$ cat src/rtl/serial_addsub_pkg.sv
// Shared types for the bit-serial adder/subtractor: FSM states, operation mode
// and the carry-seed helper.
package serial_addsub_pkg;

  typedef enum logic [1:0] {
    IDLE = 2'd0,
    LOAD = 2'd1,
    SEND = 2'd2
  } state_t;

  typedef enum logic {
    MODE_ADD = 1'b0,
    MODE_SUB = 1'b1
  } mode_t;

  // Subtraction is A + ~B + 1, so the +1 comes in through the initial carry.
  function automatic logic carry_init(mode_t m);
    return (m == MODE_SUB);
  endfunction

endpackage

$ cat src/rtl/serial_fa.sv
// Bit-serial full adder with a registered carry; on the first bit the carry is
// taken from cinit instead of the register.
module serial_fa (
  input  logic clk,
  input  logic rst,
  input  logic en,
  input  logic first,
  input  logic cinit,
  input  logic sub,
  input  logic a,
  input  logic b,
  output logic sum,
  output logic cin,
  output logic cout
);

  logic carry_reg;
  logic bx;

  assign bx   = b ^ sub;
  assign cin  = first ? cinit : carry_reg;
  assign sum  = a ^ bx ^ cin;
  assign cout = (a & bx) | (a & cin) | (bx & cin);

  always_ff @(posedge clk or posedge rst) begin
    if (rst) begin
      carry_reg <= 1'b0;
    end else if (en) begin
      carry_reg <= cout;
    end
  end

endmodule

$ cat src/rtl/serial_addsub.sv
// Bit-serial add/subtract: operands arrive LSB first, the WIDTH+1 bit result
// leaves MSB first. Optional overflow flag with SERIAL_ADDSUB_OVF_EN.
module serial_addsub
  import serial_addsub_pkg::*;
#(
  parameter int WIDTH = 4
) (
  input  logic clk,
  input  logic rst,
  input  logic en_i,
  input  logic mode_i,
  input  logic ina,
  input  logic inb,
  output logic out,
  output logic en_o,
  output logic busy_o
`ifdef SERIAL_ADDSUB_OVF_EN
  ,
  output logic ovf_o
`endif
);

  localparam int CW = $clog2(WIDTH + 2);

  state_t         state, state_next;
  logic [CW-1:0]  cnt;
  mode_t          mode_reg;
  mode_t          mode_eff;
  logic [WIDTH-1:0] res_reg;
  logic           top_reg;
  logic           fa_en, fa_first, fa_sum, fa_cin, fa_cout;
  logic           last_bit;
  logic           send_done;

  // The first bit pair is consumed in IDLE, so mode_i applies directly there.
  assign mode_eff  = (state == IDLE) ? mode_t'(mode_i) : mode_reg;
  assign fa_first  = (state == IDLE);
  assign fa_en     = en_i && (state != SEND);
  assign last_bit  = (state == LOAD) && en_i && (cnt == CW'(WIDTH - 1));
  assign send_done = (state == SEND) && (cnt == CW'(WIDTH));

  serial_fa u_fa (
    .clk  (clk),
    .rst  (rst),
    .en   (fa_en),
    .first(fa_first),
    .cinit(carry_init(mode_eff)),
    .sub  (mode_eff == MODE_SUB),
    .a    (ina),
    .b    (inb),
    .sum  (fa_sum),
    .cin  (fa_cin),
    .cout (fa_cout)
  );

  always_ff @(posedge clk or posedge rst) begin
    if (rst) begin
      state <= IDLE;
    end else begin
      state <= state_next;
    end
  end

  always_comb begin
    state_next = state;
    case (state)
      IDLE: if (en_i) state_next = LOAD;
      LOAD: begin
        if (!en_i) begin
          state_next = IDLE;
        end else if (last_bit) begin
          state_next = SEND;
        end
      end
      SEND: if (send_done) state_next = IDLE;
      default: state_next = IDLE;
    endcase
  end

  // {top_reg, res_reg} doubles as the output shifter once loading is done.
  always_ff @(posedge clk or posedge rst) begin
    if (rst) begin
      cnt      <= '0;
      mode_reg <= MODE_ADD;
      res_reg  <= '0;
      top_reg  <= 1'b0;
    end else begin
      case (state)
        IDLE: begin
          if (en_i) begin
            cnt      <= CW'(1);
            mode_reg <= mode_t'(mode_i);
            res_reg  <= {fa_sum, res_reg[WIDTH-1:1]};
            top_reg  <= 1'b0;
          end
        end
        LOAD: begin
          if (!en_i) begin
            cnt     <= '0;
            res_reg <= '0;
            top_reg <= 1'b0;
          end else begin
            res_reg <= {fa_sum, res_reg[WIDTH-1:1]};
            if (last_bit) begin
              cnt     <= '0;
              top_reg <= (mode_reg == MODE_SUB) ? ~fa_cout : fa_cout;
            end else begin
              cnt <= cnt + CW'(1);
            end
          end
        end
        SEND: begin
          {top_reg, res_reg} <= {res_reg, 1'b0};
          cnt <= send_done ? '0 : cnt + CW'(1);
        end
        default: begin
          cnt     <= '0;
          res_reg <= '0;
          top_reg <= 1'b0;
        end
      endcase
    end
  end

  assign en_o   = (state == SEND);
  assign busy_o = (state != IDLE);
  assign out    = en_o ? top_reg : 1'b0;

`ifdef SERIAL_ADDSUB_OVF_EN
  logic ovf_reg;

  // Two's-complement overflow: carry into the MSB differs from carry out.
  always_ff @(posedge clk or posedge rst) begin
    if (rst) begin
      ovf_reg <= 1'b0;
    end else if (last_bit) begin
      ovf_reg <= fa_cin ^ fa_cout;
    end else if (state != SEND) begin
      ovf_reg <= 1'b0;
    end
  end

  assign ovf_o = ovf_reg && en_o;
`endif

endmodule

$ cat config.mk
export PLATFORM = sky130hd
export DESIGN_NAME = serial_addsub
export DESIGN_NICKNAME = d
export VERILOG_FILES = /design/src/rtl/serial_addsub_pkg.sv /design/src/rtl/serial_fa.sv /design/src/rtl/serial_addsub.sv
export SDC_FILE = /design/constraint.sdc
export NUM_CORES = 1
export LEC_CHECK = 0
export CAP_MARGIN = 20
export CORE_AREA = 3 3 42 44
export CTS_CLUSTER_SIZE = 25
export DETAILED_ROUTE_END_ITERATION = 16
export DIE_AREA = 0 0 45 47
export PLACE_DENSITY = 0.76
export SLEW_MARGIN = 0
export SYNTH_ARGS = -nofsm -noshare
export SYNTH_HDL_FRONTEND = slang
export SYNTH_SLANG_ARGS = --single-unit
$ cat constraint.sdc
create_clock -name clk -period 3.9 [get_ports clk]
set_clock_uncertainty 0.1 [all_clocks]
set_input_delay 0.585 -clock clk [delete_from_list [all_inputs] [get_ports clk]]
set_output_delay 0.585 -clock clk [all_outputs]
set_load 0.005 [all_outputs]
# ---- Yosys cells after proc, flatten, opt, wreduce, memory -nomap -nowiden
# Index checks and enable logic that the tools add are counted.
dict set report word_totals {
  reg_bits 12
  in_bits 6
  out_inout_bits 3
  word_cells 54
}
dict set report classes {
  muxes 21
  eq_ne 8
  n_bitwise 9
  addsub 1
  n_reduce_logical 9
}
# cell count
set op_table {}
lappend op_table {{3-bit 2-to-1 mux} 4}
lappend op_table {{4-bit one-hot mux with 3 select lines} 1}
lappend op_table {{3-bit one-hot mux with 3 select lines} 1}
lappend op_table {{2-bit 2-to-1 mux} 4}
lappend op_table {{4-bit 2-to-1 mux} 2}
lappend op_table {{1-bit 2-to-1 mux} 7}
lappend op_table {{2-bit one-hot mux with 3 select lines} 1}
lappend op_table {{1-bit logical AND} 4}
lappend op_table {{2-bit inequality test (second input constant)} 2}
lappend op_table {{2-bit AND reduction} 2}
lappend op_table {{3-bit by 1-bit adder with 3-bit output (second input constant)} 1}
lappend op_table {{1-bit bitwise AND} 3}
lappend op_table {{3-bit by 2-bit == test with 1-bit output (second input constant)} 1}
lappend op_table {{3-bit == test (second input constant)} 1}
lappend op_table {{3-bit inequality test (second input constant)} 1}
lappend op_table {{1-bit one-hot mux with 3 select lines} 1}
lappend op_table {{3-bit AND reduction} 1}
lappend op_table {{1-bit XOR} 3}
lappend op_table {{2-bit by 1-bit == test with 1-bit output (second input constant)} 1}
lappend op_table {{2-bit == test (second input constant)} 1}
lappend op_table {{2-bit logical NOT} 1}
lappend op_table {{2-bit by 1-bit inequality test with 1-bit output (second input constant)} 1}
lappend op_table {{1-bit bitwise OR} 2}
lappend op_table {{2-bit nonzero test} 1}
lappend op_table {{1-bit inverter} 1}

# ---- Longest topological paths before layout
dict set report depth {
  depth_word 11
  ltp_mapped 9
  mapped_depth_nobuf 8
}

# ---- Modules after synthesis
# Synthesis repeated with hierarchy kept, for this count alone.
dict set report hier_totals {
  hier_cells 76
  area_unflattened_um2 807.0
}
# module area_per_inst_um2 cells_each seq_area_each_um2 n_inst
set by_module_without_submodules {}
lappend by_module_without_submodules {serial_addsub 715.7 65 275.3 1}
lappend by_module_without_submodules {serial_fa 91.3 11 25.0 1}

# ---- Least setup slack after synthesis
# Ideal clock, no wire load.
dict set report synth_path {
  path_kind {reg-to-reg}
  startpoint {reg state[0]}
  endpoint {reg res_reg[3]}
  path_stages_with_launch 8
  arrival_time_ns 1.855
  path_buffers 1
  path_slack_ns 1.819
  synth_period_minus_slack_ns 2.081
  setup_time_ns 0.126
  t_required_ns 3.674
  cell_sequence {dfrtp_1 -> inv_1 -> ha_1 -> buf_6 -> mux2i_1 -> xnor2_1 -> fa_1 -> a221o_1}
}
dict set report synth_between {
  elab_chain_len 7
  word_cells_on_any_way 12
  classes_between {3 x eq/ne; 5 x mux; 3 x bitwise; 1 x reduce/logical}
}
# item line
set synth_lines {}
lappend synth_lines {{start, declared} serial_addsub.sv:25} ;# state_t state, state_next;
lappend synth_lines {{start signal, assigned} serial_addsub.sv:60} ;# state <= state_next;
lappend synth_lines {{2-bit logical NOT} {serial_addsub.sv:36, serial_addsub.sv:37, serial_addsub.sv:88}}
lappend synth_lines {{1-bit 2-to-1 mux} serial_addsub.sv:36} ;# assign mode_eff = (state == IDLE) ? mode_t'(mode_i) : mode_reg;
lappend synth_lines {{1-bit XOR} serial_fa.sv:20} ;# assign bx = b ^ sub;
lappend synth_lines {{1-bit XOR (2 in a row)} serial_fa.sv:22} ;# assign sum = a ^ bx ^ cin;
lappend synth_lines {{4-bit 2-to-1 mux, on equally long branches} {serial_addsub.sv:98, serial_addsub.sv:90}}
lappend synth_lines {{4-bit one-hot mux with 3 select lines} serial_addsub.sv:88} ;# case (state)
lappend synth_lines {{end signal, assigned} serial_addsub.sv:93} ;# res_reg <= {fa_sum, res_reg[WIDTH-1:1]};
lappend synth_lines {{end signal, assigned} serial_addsub.sv:103} ;# res_reg <= {fa_sum, res_reg[WIDTH-1:1]};
lappend synth_lines {{end signal, assigned} serial_addsub.sv:113} ;# {top_reg, res_reg} <= {res_reg, 1'b0};
lappend synth_lines {{end, declared} serial_addsub.sv:29} ;# logic [WIDTH-1:0] res_reg;
# Parallel ways exist; a longest one is shown, timed or not. The select of a mux whose other input is x is not followed.
# A chain may end at the register's enable or synchronous reset.

# ---- Worst setup path after layout
dict set report layout_path {
  startpoint {reg state[0]}
  endpoint {out out}
}
dict set report layout_between {
  elab_chain_len 2
}
# item line
set layout_lines {}
lappend layout_lines {{2-bit == test} serial_addsub.sv:125} ;# assign en_o = (state == SEND);
lappend layout_lines {{1-bit 2-to-1 mux} serial_addsub.sv:127} ;# assign out = en_o ? top_reg : 1'b0;
lappend layout_lines {{end, declared} serial_addsub.sv:14} ;# output logic out,
# No other way between the ends.

==> metrics.csv <==
metric,value,unit
vias in the first global route,578,
CTS buffer count,3,
Final WS setup,1.45,ns
fin. max-slew vios,0,
Crit Path Max Fanout,7,
# Post-CTS Setup Buffers,0,
Finished Layout Cells,95,
register bit total from synthesis,12,
1st-pass router iterations,4,
worst vdd ir,0.397,mV
Worst setup SP type,flip-flop,
Worst Hold Class,flip-flop to flip-flop,
post_cts resized,0,
placed cell area,890,um^2
final-report hold violation count,0,
global-route wire length before repair,2510,um
most instantiated cells after synthesis,"dfrtp_1, ha_1, inv_1",
NumNets Final,96,
Crit path largest cell delay,0.49,ns
Worst path slowest cell,clkdlybuf4s50_1,
DRT Wirelength,1480,um
I/O pin count,9,
outcome,"finished, final reports clean",
n_diodes,0,
Power Density,686,nW/um^2
CP cell instances,"inv_1, ha_1, and2_1, clkdlybuf4s50_1",
fin crit share,0.628,
synthesized net count,85,
wire per inst,15.6,um
required time of the critical path,3.21,ns
vias per cell,6.00,
initial antenna violation count,0,
largest net degree at the start of global routing,13,
chip width,45,um
Initial DRC Count,4,
"Reg clk slew, reported paths",0.07,ns
transition time of the tightest slew-check pin,0.466,ns
Main synth FF type,dfrtp_1,
Antenna Nets Post-Route,0,
Layout Utilization,0.620,
Static Leak,0.427,nW
Tmin final,2.45,ns
post-cts hold buffer count,0,
Max-Cap Viols,0,
max reg flops,4,
initial core utilization,0.552,
DP Cell Count,92,
count of cell types in the netlist,31,
CP bufs+invs,2,
most instantiated library cell after synthesis,dfrtp_1,
setup TNS,0,ns
R2R setup slack,1.57,ns
# rows,14,
Layout area overhead,12.3,%
post-synthesis cell count,70,
total track usage,0.161,
core footprint,1470,um^2
port bufs,8,
overall power,0.626,mW
# DRC,0,
"Seq/Total Area, Yosys",0.370,
Setup Viol. Count Final,0,
GPL Wtd Cong,0.762,
full die area,2120,um^2
synthesized cell area,812,um^2
CTS tree,built,
CP arrival,1.77,ns
Vert. Die Dim,47,um
Crit Path Class,flip-flop to output port,
DR vias,570,
Slew headroom,0.689,
Max Clk Rate,408,MHz
CP Capture Type,output port,
Post-synth EDFFs,0,
Synth async-reset ratio,1.00,
final instance area,912,um^2
share of layout cells above drive strength 1,0.165,
Yosys top cell area share,0.370,
clock sink total,12,
Clock Tree Buf Depth,2,
Syn. warnings,0,
"top cells by area, synth","dfrtp_1, ha_1, mux2_2",
Skew-Pair Late Insertion Delay,0.26,ns
Root Driver,clkbuf_4,
"area leader, netlist",dfrtp_1,
pre-CTS setup slack,1.45,ns
syn avg cell area,11.6,um^2
"CP delay by family, top",buffers and inverters,
final hold slack,0.408,ns
HPWL Detailed,1120,um
RSZ-0062 raised after global routing,no,
GRT overflow,0,
H-tree Lvls,1,
## layout by cell type, fill, tap and decap left out, drive strengths merged, types with 2 or more instances in the layout
master and n:
a21boi 2, a221o 3, a2bb2oi 2, and3 3
clkbuf 3, clkdlybuf4s50 8, dfrtp 12, ha 8
inv 7, mux2 4, nand2 3, nand3b 2
nor2 2, nor2b 3, o21ai 2, xnor2 2
## where the power goes
part | internal (mW) | switching (mW)
clock | 0.0356 | 0.0396
sequential | 0.168 | 0.0343
combinational | 0.179 | 0.168
## worst reg2reg max path, cell delays in order, from the launching register on
cell and delay (ns):
dfrtp_1 0.41, inv_1 0.13, ha_1 0.33, mux2i_1 0.26, xnor2_1 0.11, fa_1 0.44, xnor2_1 0.15, a2bb2oi_1 0.17
o21ai_0 0.11
## logic make-up (layout without fill, tap and decap cells)
| kind of cell | after synthesis | count (layout) | share of synthesized area |
|---|---|---|---|
| AOI/OAI and AO/OA | 15 | 15 | 0.168 |
| buffers and inverters | 9 | 18 | 0.0601 |
| muxes | 5 | 5 | 0.0724 |
| adders and majority gates | 9 | 9 | 0.148 |
| DFF | 12 | 12 | 0.370 |
| xor gates and xnor gates | 2 | 2 | 0.0216 |
| and+or+nand+nor | 18 | 18 | 0.160 |
## layout make-up
| class | instances | area (um^2) |
|---|---|---|
| Clock buffer | 3 | 22.5 |
| Timing Repair Buffer | 8 | 80.1 |
| Sequential cell | 12 | 300 |
| Multi-Input combinational cell | 49 | 463 |
| Fill cell | 139 | 559 |
| Inverter | 7 | 26.3 |
| Tap cell | 16 | 20.0 |
## layer usage
| metal | track usage | up-vias | routed length (um) |
|---|---|---|---|
| met5 | 0 | - | 0 |
| met4 | 0.0526 | 0 | 19 |
| met3 | 0.0345 | 4 | 52 |
| li1 | - | 268 | - |
| met2 | 0.260 | 12 | 712 |
| met1 | 0.216 | 286 | 694 |
## path summary, 6_finish.rpt
check / end / depth (start not counted) / start
min in group asynchronous: res_reg[1] / 2 / rst
max in group asynchronous: res_reg[3] / 2 / rst
min: res_reg[0] / 1 / res_reg[0]
max: out / 4 / state[0]
min reg2reg: res_reg[0] / 1 / res_reg[0]
max reg2reg: top_reg / 8 / state[1]
(Power assumes the default switching activity.)
